## config.mk

```make
export PLATFORM = sky130hd
export DESIGN_NAME = pcie_ss_axis_wrr_sched
export DESIGN_NICKNAME = d
export VERILOG_FILES = /design/src/rtl/pcie_ss_sched_pkg.sv /design/src/rtl/pcie_ss_rr_find_first.sv /design/src/rtl/pcie_ss_axis_wrr_sched.sv
export SDC_FILE = /design/constraint.sdc
export NUM_CORES = 1
export LEC_CHECK = 0
export ABC_AREA = 1
export BUFFER_PORTS_ARGS = -buffer_cell sky130_fd_sc_hd__buf_2
export CORE_MARGIN = 2
export CORE_UTILIZATION = 49
export CTS_CLUSTER_SIZE = 24
export DETAILED_ROUTE_END_ITERATION = 10
export GPL_ROUTABILITY_DRIVEN = 1
export PLACE_DENSITY = 0.67
export SLEW_MARGIN = 20
export SYNTH_ARGS = -nofsm -noshare
export SYNTH_HDL_FRONTEND = slang
export SYNTH_SLANG_ARGS = --single-unit
export TNS_END_PERCENT = 50
```

## constraint.sdc

```tcl
create_clock -name clk -period 9.2 [get_ports clk]
set_input_delay 1.84 -clock clk [delete_from_list [all_inputs] [get_ports clk]]
set_output_delay 1.84 -clock clk [all_outputs]
set_load 0.01 [all_outputs]
```

## src/rtl/pcie_ss_sched_pkg.sv

```systemverilog
// Shared types and defaults for the PCIe SS AXI-S weighted round-robin scheduler.
//   weight_t       : default-width per-channel weight
//   sched_state_e  : which path of the grant select logic is active (debug view)
package pcie_ss_sched_pkg;

  localparam int SCHED_WEIGHT_W       = 4;
  localparam int SCHED_DEFAULT_WEIGHT = 1;

  typedef logic [SCHED_WEIGHT_W-1:0] weight_t;

  typedef enum logic [1:0] {
    IDLE,
    STAY,
    SWITCH,
    LOCKED
  } sched_state_e;

endpackage

```

## src/rtl/pcie_ss_rr_find_first.sv

```systemverilog
// Rotating-priority find-first-set.
//   req    : request vector
//   start  : index with highest priority; search runs start, start+1, ... (wrap)
//   onehot : first set request found, one-hot (zero when none)
//   idx    : index of that request (zero when none)
//   found  : any request set
module pcie_ss_rr_find_first #(
  parameter int N     = 4,
  parameter int SEL_W = (N > 1) ? $clog2(N) : 1
) (
  input  logic [N-1:0]     req,
  input  logic [SEL_W-1:0] start,
  output logic [N-1:0]     onehot,
  output logic [SEL_W-1:0] idx,
  output logic             found
);

  int               tmp;
  logic [SEL_W-1:0] pos;

  always_comb begin
    found  = 1'b0;
    idx    = '0;
    tmp    = 0;
    pos    = '0;
    for (int i = 0; i < N; i++) begin
      tmp = int'(start) + i;
      if (tmp >= N) tmp = tmp - N;
      pos = SEL_W'(tmp);
      if (!found && req[pos]) begin
        found = 1'b1;
        idx   = pos;
      end
    end
    onehot = '0;
    if (found) onehot[idx] = 1'b1;
  end

endmodule

```

## src/rtl/pcie_ss_axis_wrr_sched.sv

```systemverilog
// Packet-granular weighted round-robin scheduler for an AXI-S N:1 mux.
// Only the select decision lives here; the datapath mux is external.
//   clk, rst        : clock, synchronous active-high reset
//   in_valid/in_last: per-channel head-beat tvalid / tlast
//   out_ready       : mux output accepts a beat this cycle
//   grant_*         : combinational selection (valid, one-hot, index)
//   cfg_*           : weight CSR; write strobe, channel select, wdata, registered rdata
module pcie_ss_axis_wrr_sched
  import pcie_ss_sched_pkg::*;
#(
  parameter  int NUM_CH         = 4,
  parameter  int WEIGHT_W       = SCHED_WEIGHT_W,
  parameter  int DEFAULT_WEIGHT = SCHED_DEFAULT_WEIGHT,
  localparam int SEL_W          = (NUM_CH > 1) ? $clog2(NUM_CH) : 1
) (
  input  logic                clk,
  input  logic                rst,
  input  logic [NUM_CH-1:0]   in_valid,
  input  logic [NUM_CH-1:0]   in_last,
  input  logic                out_ready,
  output logic                grant_valid,
  output logic [NUM_CH-1:0]   grant_1hot,
  output logic [SEL_W-1:0]    grant_idx,
  input  logic                cfg_we,
  input  logic [SEL_W-1:0]    cfg_ch,
  input  logic [WEIGHT_W-1:0] cfg_wdata,
  output logic [WEIGHT_W-1:0] cfg_rdata
);

  logic [SEL_W-1:0]                 cur;
  logic [WEIGHT_W-1:0]              credit;
  logic                             in_pkt;
  logic [NUM_CH-1:0][WEIGHT_W-1:0]  weight;

  logic [NUM_CH-1:0] elig;
  logic [NUM_CH-1:0] ff_1hot;
  logic [SEL_W-1:0]  ff_idx;
  logic              ff_found;
  logic [SEL_W-1:0]  start;
  logic [SEL_W-1:0]  sel;
  logic              xfer;
  logic              cfg_hit;
  sched_state_e      state;

  // A channel can open a new packet only if it is valid and not disabled.
  for (genvar c = 0; c < NUM_CH; c++) begin : g_elig
    assign elig[c] = in_valid[c] & (|weight[c]);
  end

  // Search begins one past the current owner so the owner itself is tried last.
  assign start = (cur == SEL_W'(NUM_CH-1)) ? '0 : cur + SEL_W'(1);

  pcie_ss_rr_find_first #(
    .N     (NUM_CH),
    .SEL_W (SEL_W)
  ) u_ff (
    .req    (elig),
    .start  (start),
    .onehot (ff_1hot),
    .idx    (ff_idx),
    .found  (ff_found)
  );

  always_comb begin
    state       = IDLE;
    sel         = cur;
    grant_valid = 1'b0;
    if (in_pkt) begin
      // Mid-packet: owner is held regardless of weight or other requesters.
      state       = LOCKED;
      grant_valid = in_valid[cur];
    end else if (credit != '0 && elig[cur]) begin
      state       = STAY;
      grant_valid = 1'b1;
    end else if (ff_found) begin
      state       = SWITCH;
      sel         = ff_idx;
      grant_valid = 1'b1;
    end
    grant_1hot = '0;
    if (grant_valid) grant_1hot = ff_1hot;
    if (grant_valid && state != SWITCH) begin
      grant_1hot      = '0;
      grant_1hot[sel] = 1'b1;
    end
    grant_idx = grant_valid ? sel : '0;
  end

  assign xfer = grant_valid & out_ready;

  always_ff @(posedge clk) begin
    if (rst) begin
      cur    <= SEL_W'(NUM_CH-1);
      credit <= '0;
      in_pkt <= 1'b0;
    end else if (xfer) begin
      in_pkt <= ~in_last[sel];
      case (state)
        // Credit counts whole packets, so it only moves on the tlast beat.
        STAY, LOCKED: if (in_last[sel] && credit != '0) credit <= credit - WEIGHT_W'(1);
        // Reload reads the registered weight, i.e. the pre-write value on a same-cycle CSR write.
        SWITCH: begin
          cur    <= sel;
          credit <= weight[sel] - WEIGHT_W'(in_last[sel]);
        end
        default: ;
      endcase
    end
  end

  assign cfg_hit = (int'(cfg_ch) < NUM_CH);

  always_ff @(posedge clk) begin
    if (rst) begin
      for (int c = 0; c < NUM_CH; c++) weight[c] <= WEIGHT_W'(DEFAULT_WEIGHT);
      cfg_rdata <= '0;
    end else begin
      if (cfg_we && cfg_hit) weight[cfg_ch] <= cfg_wdata;
      cfg_rdata <= cfg_hit ? weight[cfg_ch] : '0;
    end
  end

endmodule

```

## After elaboration in Yosys (flattened, before gate mapping)

Cells that the tools add are included.

| storage, ports and cells | value |
|---|---|
| register bits | 27 |
| output and inout bits | 11 |

| operators by class | value |
|---|---|
| $lt $le $gt $ge | 15 |
| $add $sub $neg | 10 |
| equality and inequality tests | 6 |
| reductions and logical operators | 21 |
| bitwise gates (word level) | 6 |
| muxes and demuxes | 53 |

Operators with widths:

| operator | count |
|---|---|
| $mux 2 | 16 |
| $mux 4 | 7 |
| $lt 2x3->1 const B | 8 |
| $bmux 4 s2 | 2 |
| $bwmux 16 | 1 |
| $mux 1 | 16 |
| $reduce_or 4->1 | 4 |
| $bmux 1 s2 | 7 |
| $ge 3x3->1 const B | 3 |
| $logic_and 1x1->1 | 9 |
| $demux 4 s2 | 1 |
| $pmux 4 s2 | 1 |
| $sub 2x1->2 const B | 4 |
| $add 2x2->3 const B | 2 |
| $eq 2x2->1 const B | 3 |
| $ge 2x1->1 const B | 3 |
| $and 1x1->1 | 5 |
| $demux 1 s2 | 2 |
| $ne 2x2->1 const B | 2 |
| $reduce_bool 4->1 | 1 |
| $sub 4x1->4 | 1 |
| $sub 4x1->4 const B | 1 |
| $add 2x1->3 const B | 1 |
| $ge 2x3->1 const B | 1 |
| other kinds (8) | 10 |

## Longest topological paths before layout

| depth | value |
|---|---|
| word-level depth | 24 |
| mapped depth | 24 |
| mapped depth without buffers | 24 |

## Cells and area by module

Synthesis repeated with hierarchy kept, for this count alone.

| unflattened totals | value |
|---|---|
| cell total of the unflattened synthesis | 338 |
| area total of the unflattened synthesis | 2,104.5 µm² |

Modules (own cells, without submodules):

| module | seq. area each (µm²) | area an instance (µm²) | times used | cells an instance |
|---|---|---|---|---|
| pcie_ss_axis_wrr_sched | 540.5 | 1,773.0 | 1 | 271 |
| pcie_ss_rr_find_first | 0.0 | 331.6 | 1 | 67 |

## Worst setup path before layout

No wires, ideal clock.

| timing path | value |
|---|---|
| path type | input-to-output |
| from | input port in_valid[3] |
| to | output port grant_1hot[2] |
| cell stages on the path | 10 |
| path slack | 4.201 ns |
| data arrival time | 3.159 ns |
| buffers on the path | 1 |
| cells stage by stage | nand3_1 nand3_1 nand2_2 nand4_4 nand2_4 inv_2 nand3_1 nand2_1 buf_4 o32ai_1 |

| on the way | value |
|---|---|
| cells in the longest elaborated chain, start to end | 21 |

RTL lines:

| what | RTL line | text |
|---|---|---|
| start: declaration | pcie_ss_axis_wrr_sched.sv:18 | `input logic [NUM_CH-1:0] in_valid,` |
| $and 1x1->1 | pcie_ss_axis_wrr_sched.sv:47 | `assign elig[c] = in_valid[c] & (\|weight[c]);` |
| $bmux 1 s2 | pcie_ss_rr_find_first.sv:30 | `if (!found && req[pos]) begin` |
| $mux 1 (not written as such) | pcie_ss_rr_find_first.sv:30 |  |
| $mux 1 | pcie_ss_rr_find_first.sv:30 |  |
| $logic_not 1->1 | pcie_ss_rr_find_first.sv:30 |  |
| $logic_and 1x1->1 | pcie_ss_rr_find_first.sv:30 |  |
| $mux 1 | pcie_ss_rr_find_first.sv:30 |  |
| $logic_not 1->1 | pcie_ss_rr_find_first.sv:30 |  |
| [5 not listed] | n/a |  |
| $mux 2 | pcie_ss_axis_wrr_sched.sv:75 | `end else if (ff_found) begin` |
| $mux 2 | pcie_ss_axis_wrr_sched.sv:72 | `end else if (credit != '0 && elig[cur]) begin` |
| $mux 2 | pcie_ss_axis_wrr_sched.sv:68 | `if (in_pkt) begin` |
| $lt 2x3->1 (not written as such) / $ge 2x1->1 (equally long branches) | pcie_ss_axis_wrr_sched.sv:84 | `grant_1hot[sel] = 1'b1;` |
| $logic_and 1x1->1 (not written as such) | pcie_ss_axis_wrr_sched.sv:84 |  |
| $mux 1 (not written as such) | pcie_ss_axis_wrr_sched.sv:84 |  |
| $demux 1 s2 | pcie_ss_axis_wrr_sched.sv:84 |  |
| $mux 4 * | pcie_ss_axis_wrr_sched.sv:82 | `if (grant_valid && state != SWITCH) begin` |
| end: declaration | pcie_ss_axis_wrr_sched.sv:22 | `output logic [NUM_CH-1:0] grant_1hot,` |

Every way passes the cells marked *; elsewhere a longest branch is shown, timed or not. The select of a mux whose other input is x is not followed.

## Worst setup path after layout

| timing path | value |
|---|---|
| from | input port in_valid[3] |
| to | output port grant_1hot[0] |

Same word-level chain as after synthesis.

==> results.toml <==
[sta]
slew_viol_final = 0
skew_ns = 0.00252
setup_viol = 0
final.period_utilization = 0.597
slew_headroom = 0.734
fin_ws_ns = 3.71
timing.fmax_mhz = 182
hold_viol_final = 0
grt_setup_unrepaired = "no"
tightest_slew_ns = 0.399
timing.setup.tns_ns = 0
fin_crit_ns = 5.49

[clock_tree]
cts_max_path_buffers = 2
cts_made_buffers = 3
cts.clk_slew.worst_paths_ns = 0.09
cts.sinks = 27
cts_resized = 0
root_buffer = "clkbuf_8"
ctsHoldBuffers = 0
clkLatencyLatePin_ns = 0.27
cts_setup_buffers = 0
h-tree-depth = 1
cts_tree = "done"

[drt]
ant_nets = 0
via_count = 2085
wl_mm = 4.95
drcViolationCount = 0
routedWlPerCell_um = 12.8
drt_iter0_markers = 166
viasPerCell = 5.42
firstDrtPassIters = 4

[logic_synthesis]
synth.distinct_cells = 29
syn_avg_cell_area_um2 = 6.40
seq_area_frac_synth = 0.275
synthCells = 307
ys_warn_count = 0
synth_seq_cells = 27
syn-cell-area_mm2 = 0.00197
syn_nets = 329
synth_area_leaders = "dfxtp_1, nand2_1, nand3_1, inv_1, nor2_1"
synth_area_leader_cell = "dfxtp_1"
yosysTopAreaCellShare = 0.275

[floorplan]
io-pin-count = 29
die_h_um = 67.3
core-area_mm2 = 0.00394
fp-row-count = 23
die_w_um = 67.3
start_util = 0.499
die_area_mm2 = 0.00453

[setup_path]
critical_path_required_ns = 7.36
cp_slowest_cell = "nand2_1"
crit_type = "input port to output pin"
crit_fanout = 11
critPathLaunchType = "input port"
crit_top_cell = "nand3_1"
cp_cell_sequence = "buf_2 > nand3_1 > nand3_1 > nand2_2 > nand4_4 > nand2_4 > inv_2 > nand3_1 > nand2_1 > inv_2 > o32ai_1 > buf_2"
worst_path_largest_cell_delay_ns = 0.31
critPathArrivalTime_ns = 3.65
crit_path_end_kind = "output pin"

[outcome]
outcome = "finished clean"

[grt]
first_global_vias = 1768
grt.overflow.total = 0
antenna_found_initial = 0
grt_max_degree = 16
grt_pass1_wl_mm = 8.11
track_usage = 0.232

[layout]
nNetsFinal = 358
stdcell_area_mm2 = 0.00219
drive_gt1_frac = 0.188
antenna_cells = 0
mostFrequentLayoutCells = "nand2_1, nand3_1, inv_1, nor2_1, buf_2"
layout_commonest_cell = "nand2_1"
finalNonFillerCells = 385
area_growth_pct = 11.3

[placed_design]
dp_hpwl_mm = 3.95
gp_congestion = 0.889
port_buffers = 28
dp_slack_ns = 3.77
placed_area_mm2 = 0.00214
placed_cells = 381

[worst_hold_path]
hold_path.class = "flip-flop to flip-flop"

[flow_run]
cap_violations = 0
-- worst max-delay path: cells and delay by family --
kind                   cells  cell delay, ns
buffers and inverters      4            0.55
and+or+nand+nor            7            1.01
AOI/OAI and AO/OA          1            0.24
-- layer usage --
| layer | part of all wire | track usage | vias to the layer above | wire, um |
|---|---|---|---|---|
| met2 | 0.45 | 0.379 | 72 | 2250 |
| met5 | 0 | 0 | - | 0 |
| met4 | 0.0063 | 0.0383 | 0 | 31 |
| met1 | 0.48 | 0.337 | 933 | 2380 |
| met3 | 0.057 | 0.0200 | 5 | 281 |
| li1 | - | - | 1075 | - |
-- kinds of logic after synthesis --
group,count (synthesis),share of synthesized area
compound gates,54,0.161
xor+xnor,2,0.00891
fa+ha+maj,4,0.0255
buf+inv,44,0.0910
flops,27,0.275
simple gates,176,0.439
-- cells in the mapped netlist, drive strengths merged --
library cell / instances
xor2: 2
ha: 4
clkbuf: 2
nor2: 34
nand2: 92
o22ai: 4
a221oi: 4
o21ai: 20
o211ai: 1
buf: 2
nand4: 3
inv: 40
dfxtp: 27
a31oi: 1
a21oi: 20
o32ai: 4
nand3: 46
nor3: 1
-- state kept, by name, summed over array words and instances, names as in the netlist --
name and count:
in_pkt 1, credit 4, cur 2, cfg_rdata 4
weight 16
-- path summary, 6_finish.rpt --
kind | start | slack, ns | end | cells after the start
hold / removal | credit[0]$_SDFFE_PP0P_ | 0.47 | credit[0]$_SDFFE_PP0P_ | 2
hold reg to reg | credit[0]$_SDFFE_PP0P_ | 0.47 | credit[0]$_SDFFE_PP0P_ | 2
setup reg to reg | cur[0]$_SDFFE_PP1P_ | 5.69 | credit[2]$_SDFFE_PP0P_ | 20
setup / recovery | in_valid[3] | 3.71 | grant_1hot[0] | 12
-- through the flow --
stage | hold WS, ns | utilization
finish | 0.471 | 0.555
global route | 0.495 | 0.555
CTS | 0.473 | 0.555
detailed placement | 0.459 | 0.543
global placement | 0.452 | 0.543
floorplan | 0.439 | -
-- final cells by class --
| cell class | instances | area [um2] |
|---|---|---|
| fill | 394 | 1750 |
| clock buffer | 3 | 41.3 |
| timing repair buffer | 28 | 140 |
| sequential | 27 | 541 |
| inverter | 40 | 153 |
| clock inverter | 1 | 5.00 |
| multi-input combinational | 236 | 1250 |
| tap | 50 | 62.6 |
Power is not shown: default switching activity piles up to over one toggle a cycle in this logic, so the estimate is an artifact.
